==> config.mk <==
export PLATFORM = sky130hd
export DESIGN_NAME = prod_accumulator
export DESIGN_NICKNAME = d
export VERILOG_FILES = /design/src/rtl/prod_accumulator_pkg.sv /design/src/rtl/prod_acc_add.sv /design/src/rtl/prod_accumulator.sv
export SDC_FILE = /design/constraint.sdc
export NUM_CORES = 1
export LEC_CHECK = 0
export CELL_PAD_IN_SITES_DETAIL_PLACEMENT = 0
export CELL_PAD_IN_SITES_GLOBAL_PLACEMENT = 2
export CORE_MARGIN = 1.5
export CORE_UTILIZATION = 28
export DETAILED_ROUTE_END_ITERATION = 10
export PLACE_DENSITY = 0.76
export SYNTH_ARGS = -nofsm -noshare
export SYNTH_HDL_FRONTEND = slang
export SYNTH_SLANG_ARGS = --single-unit
==> constraint.sdc <==
create_clock -name clk -period 2.3 [get_ports clk]
set_input_delay 0.23 -clock clk [delete_from_list [all_inputs] [get_ports clk]]
set_output_delay 0.23 -clock clk [all_outputs]
set_load 0.02 [all_outputs]
==> src/rtl/prod_accumulator_pkg.sv <==
// Shared types and constants for the product accumulator slice.
package prod_accumulator_pkg;

    localparam int unsigned PROD_W = 6;

    typedef enum logic [1:0] {
        PA_IDLE = 2'd0,
        PA_ACC  = 2'd1,
        PA_DONE = 2'd2
    } pa_state_t;

endpackage

==> src/rtl/prod_acc_add.sv <==
// Combinational accumulator adder: acc + zero-extended product.
// Build option PROD_ACC_SAT_EN selects saturation on carry instead of wrap.
module prod_acc_add
    import prod_accumulator_pkg::*;
#(
    parameter int unsigned ACC_W = 10
) (
    input  logic [ACC_W-1:0]  acc,
    input  logic [PROD_W-1:0] prod,
    output logic [ACC_W-1:0]  next_acc,
    output logic              carry
);

    logic [ACC_W:0] sum;

    // Sum at ACC_W+1 bits so the carry out is visible; select wrap or saturate.
    always_comb begin
        sum   = {1'b0, acc} + (ACC_W+1)'(prod);
        carry = sum[ACC_W];
`ifdef PROD_ACC_SAT_EN
        next_acc = carry ? {ACC_W{1'b1}} : sum[ACC_W-1:0];
`else
        next_acc = sum[ACC_W-1:0];
`endif
    end

endmodule

==> src/rtl/prod_accumulator.sv <==
// Batch accumulator behind the 3-bit array multiplier: sums products per
// batch and hands the total, term count and overflow flag downstream.
// Optional macro: PROD_ACC_SAT_EN (saturate accumulator on carry).
module prod_accumulator
    import prod_accumulator_pkg::*;
#(
    parameter  int unsigned ACC_W     = 10,
    parameter  int unsigned MAX_TERMS = 16,
    localparam int unsigned CNT_W     = $clog2(MAX_TERMS + 1)
) (
    input  logic              clk,
    input  logic              rst_n,
    input  logic              in_valid,
    output logic              in_ready,
    input  logic [PROD_W-1:0] in_prod,
    input  logic              in_last,
    output logic              out_valid,
    input  logic              out_ready,
    output logic [ACC_W-1:0]  out_sum,
    output logic [CNT_W-1:0]  out_terms,
    output logic              out_ovf
);

    pa_state_t        state;
    logic [ACC_W-1:0] acc;
    logic [CNT_W-1:0] cnt;
    logic             ovf;
    logic             valid_q;

    logic [ACC_W-1:0] next_acc;
    logic             carry;
    logic [CNT_W-1:0] cnt_inc;
    logic             accept;
    logic             term_last;

    prod_acc_add #(
        .ACC_W(ACC_W)
    ) u_add (
        .acc      (acc),
        .prod     (in_prod),
        .next_acc (next_acc),
        .carry    (carry)
    );

    // Ready whenever not holding a result; held low during reset.
    assign in_ready  = rst_n && (state != PA_DONE);
    assign accept    = in_valid && in_ready;
    assign cnt_inc   = cnt + CNT_W'(1);
    assign term_last = in_last || (cnt_inc == CNT_W'(MAX_TERMS));

    // Batch FSM with accumulator, term counter and overflow flag.
    always_ff @(posedge clk or negedge rst_n) begin
        if (!rst_n) begin
            state   <= PA_IDLE;
            acc     <= '0;
            cnt     <= '0;
            ovf     <= 1'b0;
            valid_q <= 1'b0;
        end else begin
            case (state)
                PA_IDLE, PA_ACC: begin
                    if (accept) begin
                        acc <= next_acc;
                        cnt <= cnt_inc;
                        ovf <= ovf | carry;
                        if (term_last) begin
                            state   <= PA_DONE;
                            valid_q <= 1'b1;
                        end else begin
                            state <= PA_ACC;
                        end
                    end
                end
                PA_DONE: begin
                    if (out_ready) begin
                        state   <= PA_IDLE;
                        acc     <= '0;
                        cnt     <= '0;
                        ovf     <= 1'b0;
                        valid_q <= 1'b0;
                    end
                end
                default: begin
                    state   <= PA_IDLE;
                    acc     <= '0;
                    cnt     <= '0;
                    ovf     <= 1'b0;
                    valid_q <= 1'b0;
                end
            endcase
        end
    end

    assign out_valid = valid_q;
    assign out_sum   = acc;
    assign out_terms = cnt;
    assign out_ovf   = ovf;

endmodule

==> results.md, run 1 <==
- Endpoints failing hold: 0
- Ys flop type: dfrtp_1
- Crit path largest cell delay: roughly 0.46 ns
- Most frequent cells in the layout: clkdlybuf4s50_1 (28), nand2_1 (19), dfrtp_1 (19)
- Die width: around 66 µm
- Root Driver: clkbuf_8
- GR peak layer: met2
- First-pass GRT wire length: around 4300 µm
- Max cap viols: 0
- Routing usage on met3: 4.110%
- Die area: 4294 µm²
- Starting Density: 29.46%
- Post-Syn Instances: between 100 and 150
- Fin nets: 170
- WL final: about 2500 µm
- Outcome: finished clean
- Hold Path Class: input pin to async pin
- CTS buffer count: 3
- Vias: around 960
- Peak Freq: between 400 and 500 MHz
- Skew final: between 0.005 and 0.006 ns
- Crit. Startpoint: in_prod[0]
- Most common library cell in the layout ignoring fill and taps: clkdlybuf4s50_1
- Detailed Place HPWL: between 1500 and 2000 µm
- CP Data Required Time: between 2 and 2.5 ns
- DIE HEIGHT: between 60 and 70 µm
- I/O pin cnt: 29
- # fillers: about 380
- DR iter-0 viols: 52
- Ys async rst share: 100.0%
- CP arrival: ~2.3 ns
- RSZ-0062 raised after global routing: no
- Routed vias/inst: between 4 and 5
- Diode count: 0
- Power Dens Cells: roughly 1000 nW/µm²
- H-tree lvl count: 1
- Hold buffer count at cts: 0
- Number of synthesized flops with an enable pin: 0
- Least-Margin Pin Slew: 0.4343 ns
- CTS Sinks: 19
- GRT Residual Overflow: 0
- GP Congestion: roughly 0.75
- Delay-heaviest family, CP: adder cells
- Antenna-violating nets left: 0
- Min Hold Slack: a little under 0.4 ns
- Setup TNS: 0 ns
- Seq cells post-synth: 19
- Worst slew margin: a little over two thirds
- Syn. warnings: 0
- Max Slew Vio Count: 0
- Vias in the first global route: ~950
- Post-Syn Nets: roughly 130
- Crit path cell chain: clkdlybuf4s50_1, ha_1, inv_1, fa_1, and2b_1, o31ai_1, a211o_1, or3_1, a21oi_1
- Grt met1 use: approximately 17%
- Total core area: between 3000 and 4000 µm²
- Rows: 22
- Worst path slowest cell: clkdlybuf4s50_1
- Port Buffer Count: 28
- Antenna violations before repair: 0
- Reg2reg start: out_sum[0]
- CP max FO: 2
- Layout area overhead: 38.97%
- # setup viols final: 0
- Worst VDD drop: roughly 0.33 mV
- Critical path endpoint category: flip-flop
- Mapped Avg Cell Area: about 9.6 µm²
- Final worst path period need: 2.122 ns
- Unique cell type count in the Yosys netlist: 35
- DRT Pass-1 Iters: 4
- Critical path launch point type: input pin
- Static Leakage: roughly 0.65 nW
- WS Path Type: input pin to flip-flop
- Post-CTS resize count: 0
- Fin crit share: between 90% and 100%
- Fraction of layout cells with a size suffix above 1: under 10%
- Synthesized cell area: 1095 µm²
- Worst Path Buf+Inv: 2
- Routed length per instance: approximately 13 µm
- Largest net degree at the start of global routing: 16
- M2 GR Usage: between 20% and 30%
- All-Layer GR Usage: a little over an eighth
- Clk_lat worst skew: roughly 0.25 ns
- Reg clk slew, reported paths: ~0.070 ns
- Remaining DRCs: 0
- Sequential-to-total area share from yosys stat: roughly 43%
- Clock Tree Buf Depth: 2
- CTS tree: done
- Postcts setup bufs: 0
-- flip-flops by register name, indices dropped and copies added, names as in the netlist --
name / flops
out_ovf: 1
out_sum: 10
out_terms: 5
out_valid: 1
state: 2
-- per-layer routing --
metal	up-vias	share of wire [%]
met3	2	4.0
met4	0	0.73
met5	-	0
met1	460	47
met2	18	48
li1	478	-
-- Yosys cell counts, types with 3 or more instances --
cell type / n / area share [%]
a21oi_1: 5 / 2.3
clkbuf_1: 3 / 1.0
dfrtp_1: 19 / 43
ha_1: 7 / 8.0
inv_1: 3 / 1.0
mux2i_1: 3 / 2.7
nand2_1: 19 / 6.5
nand3_1: 3 / 1.4
nand3b_1: 3 / 2.1
nor2_1: 6 / 2.1
o21a_1: 3 / 2.1
o21ai_0: 10 / 4.6
o31ai_1: 4 / 2.7
xor2_1: 5 / 4.0
-- area by class of cell --
| cell class | count | area (µm²) | share of cell area (%) |
|---|---|---|---|
| clock buffers | 4 | 45.04 | 2.961 |
| repair buffers | 35 | 332.8 | 21.87 |
| inverters | 3 | 11.26 | 0.7401 |
| well taps | 48 | 60.06 | 3.947 |
| multi-input cells | 89 | 596.8 | 39.23 |
| flip-flops and latches | 19 | 475.5 | 31.25 |
-- final timing paths --
path,endpoint,slack [ns],cells after the start
setup / recovery,out_sum[8],0.18,9
hold / removal,out_sum[7],0.39,2
setup reg to reg,out_sum[8],0.25,8
hold reg to reg,out_valid,0.48,2
max in group asynchronous,out_terms[2],1.69,2
min in group clk,out_valid,0.48,2
-- where the power goes --
part	leakage, nW	switching, mW	internal (mW)
Combinational	0.387	0.381	0.380
Sequential	0.244	0.115	0.431
Clock	0.0228	0.106	0.123
-- logic make-up after synthesis --
logic type / count (synthesis) / synth area share, %
and+or+nand+nor: 41 / 19.20
AOI/OAI and AO/OA: 31 / 17.94
DFF: 19 / 43.43
adders and majority gates: 8 / 9.828
xor gates and xnor gates: 6 / 4.800
buffers and inverters: 6 / 2.057
muxes: 3 / 2.743
-- through the flow --
step                      cells  setup WS [ns]  cell area, µm²  power [mW]  util (%)
after floorplan             114         0.1201            1095      0.9945         -
after global placement      194       -0.04482            1476       1.311     39.73
after detailed placement    194       -0.08442            1476       1.317     39.73
after CTS                   198         0.1708            1521       1.555     40.94
after global routing        198        0.07409            1521       1.665     40.94
final                       198         0.1783            1521       1.536     40.94
No activity file was read; power rests on OpenSTA's default activity.
==> inputs of run 2 (changes only) <==
- SLEW_MARGIN: not set -> 20
==> results of run 2 <==
Same layout as run 1: the final DEF is identical, and so are final timing and power.
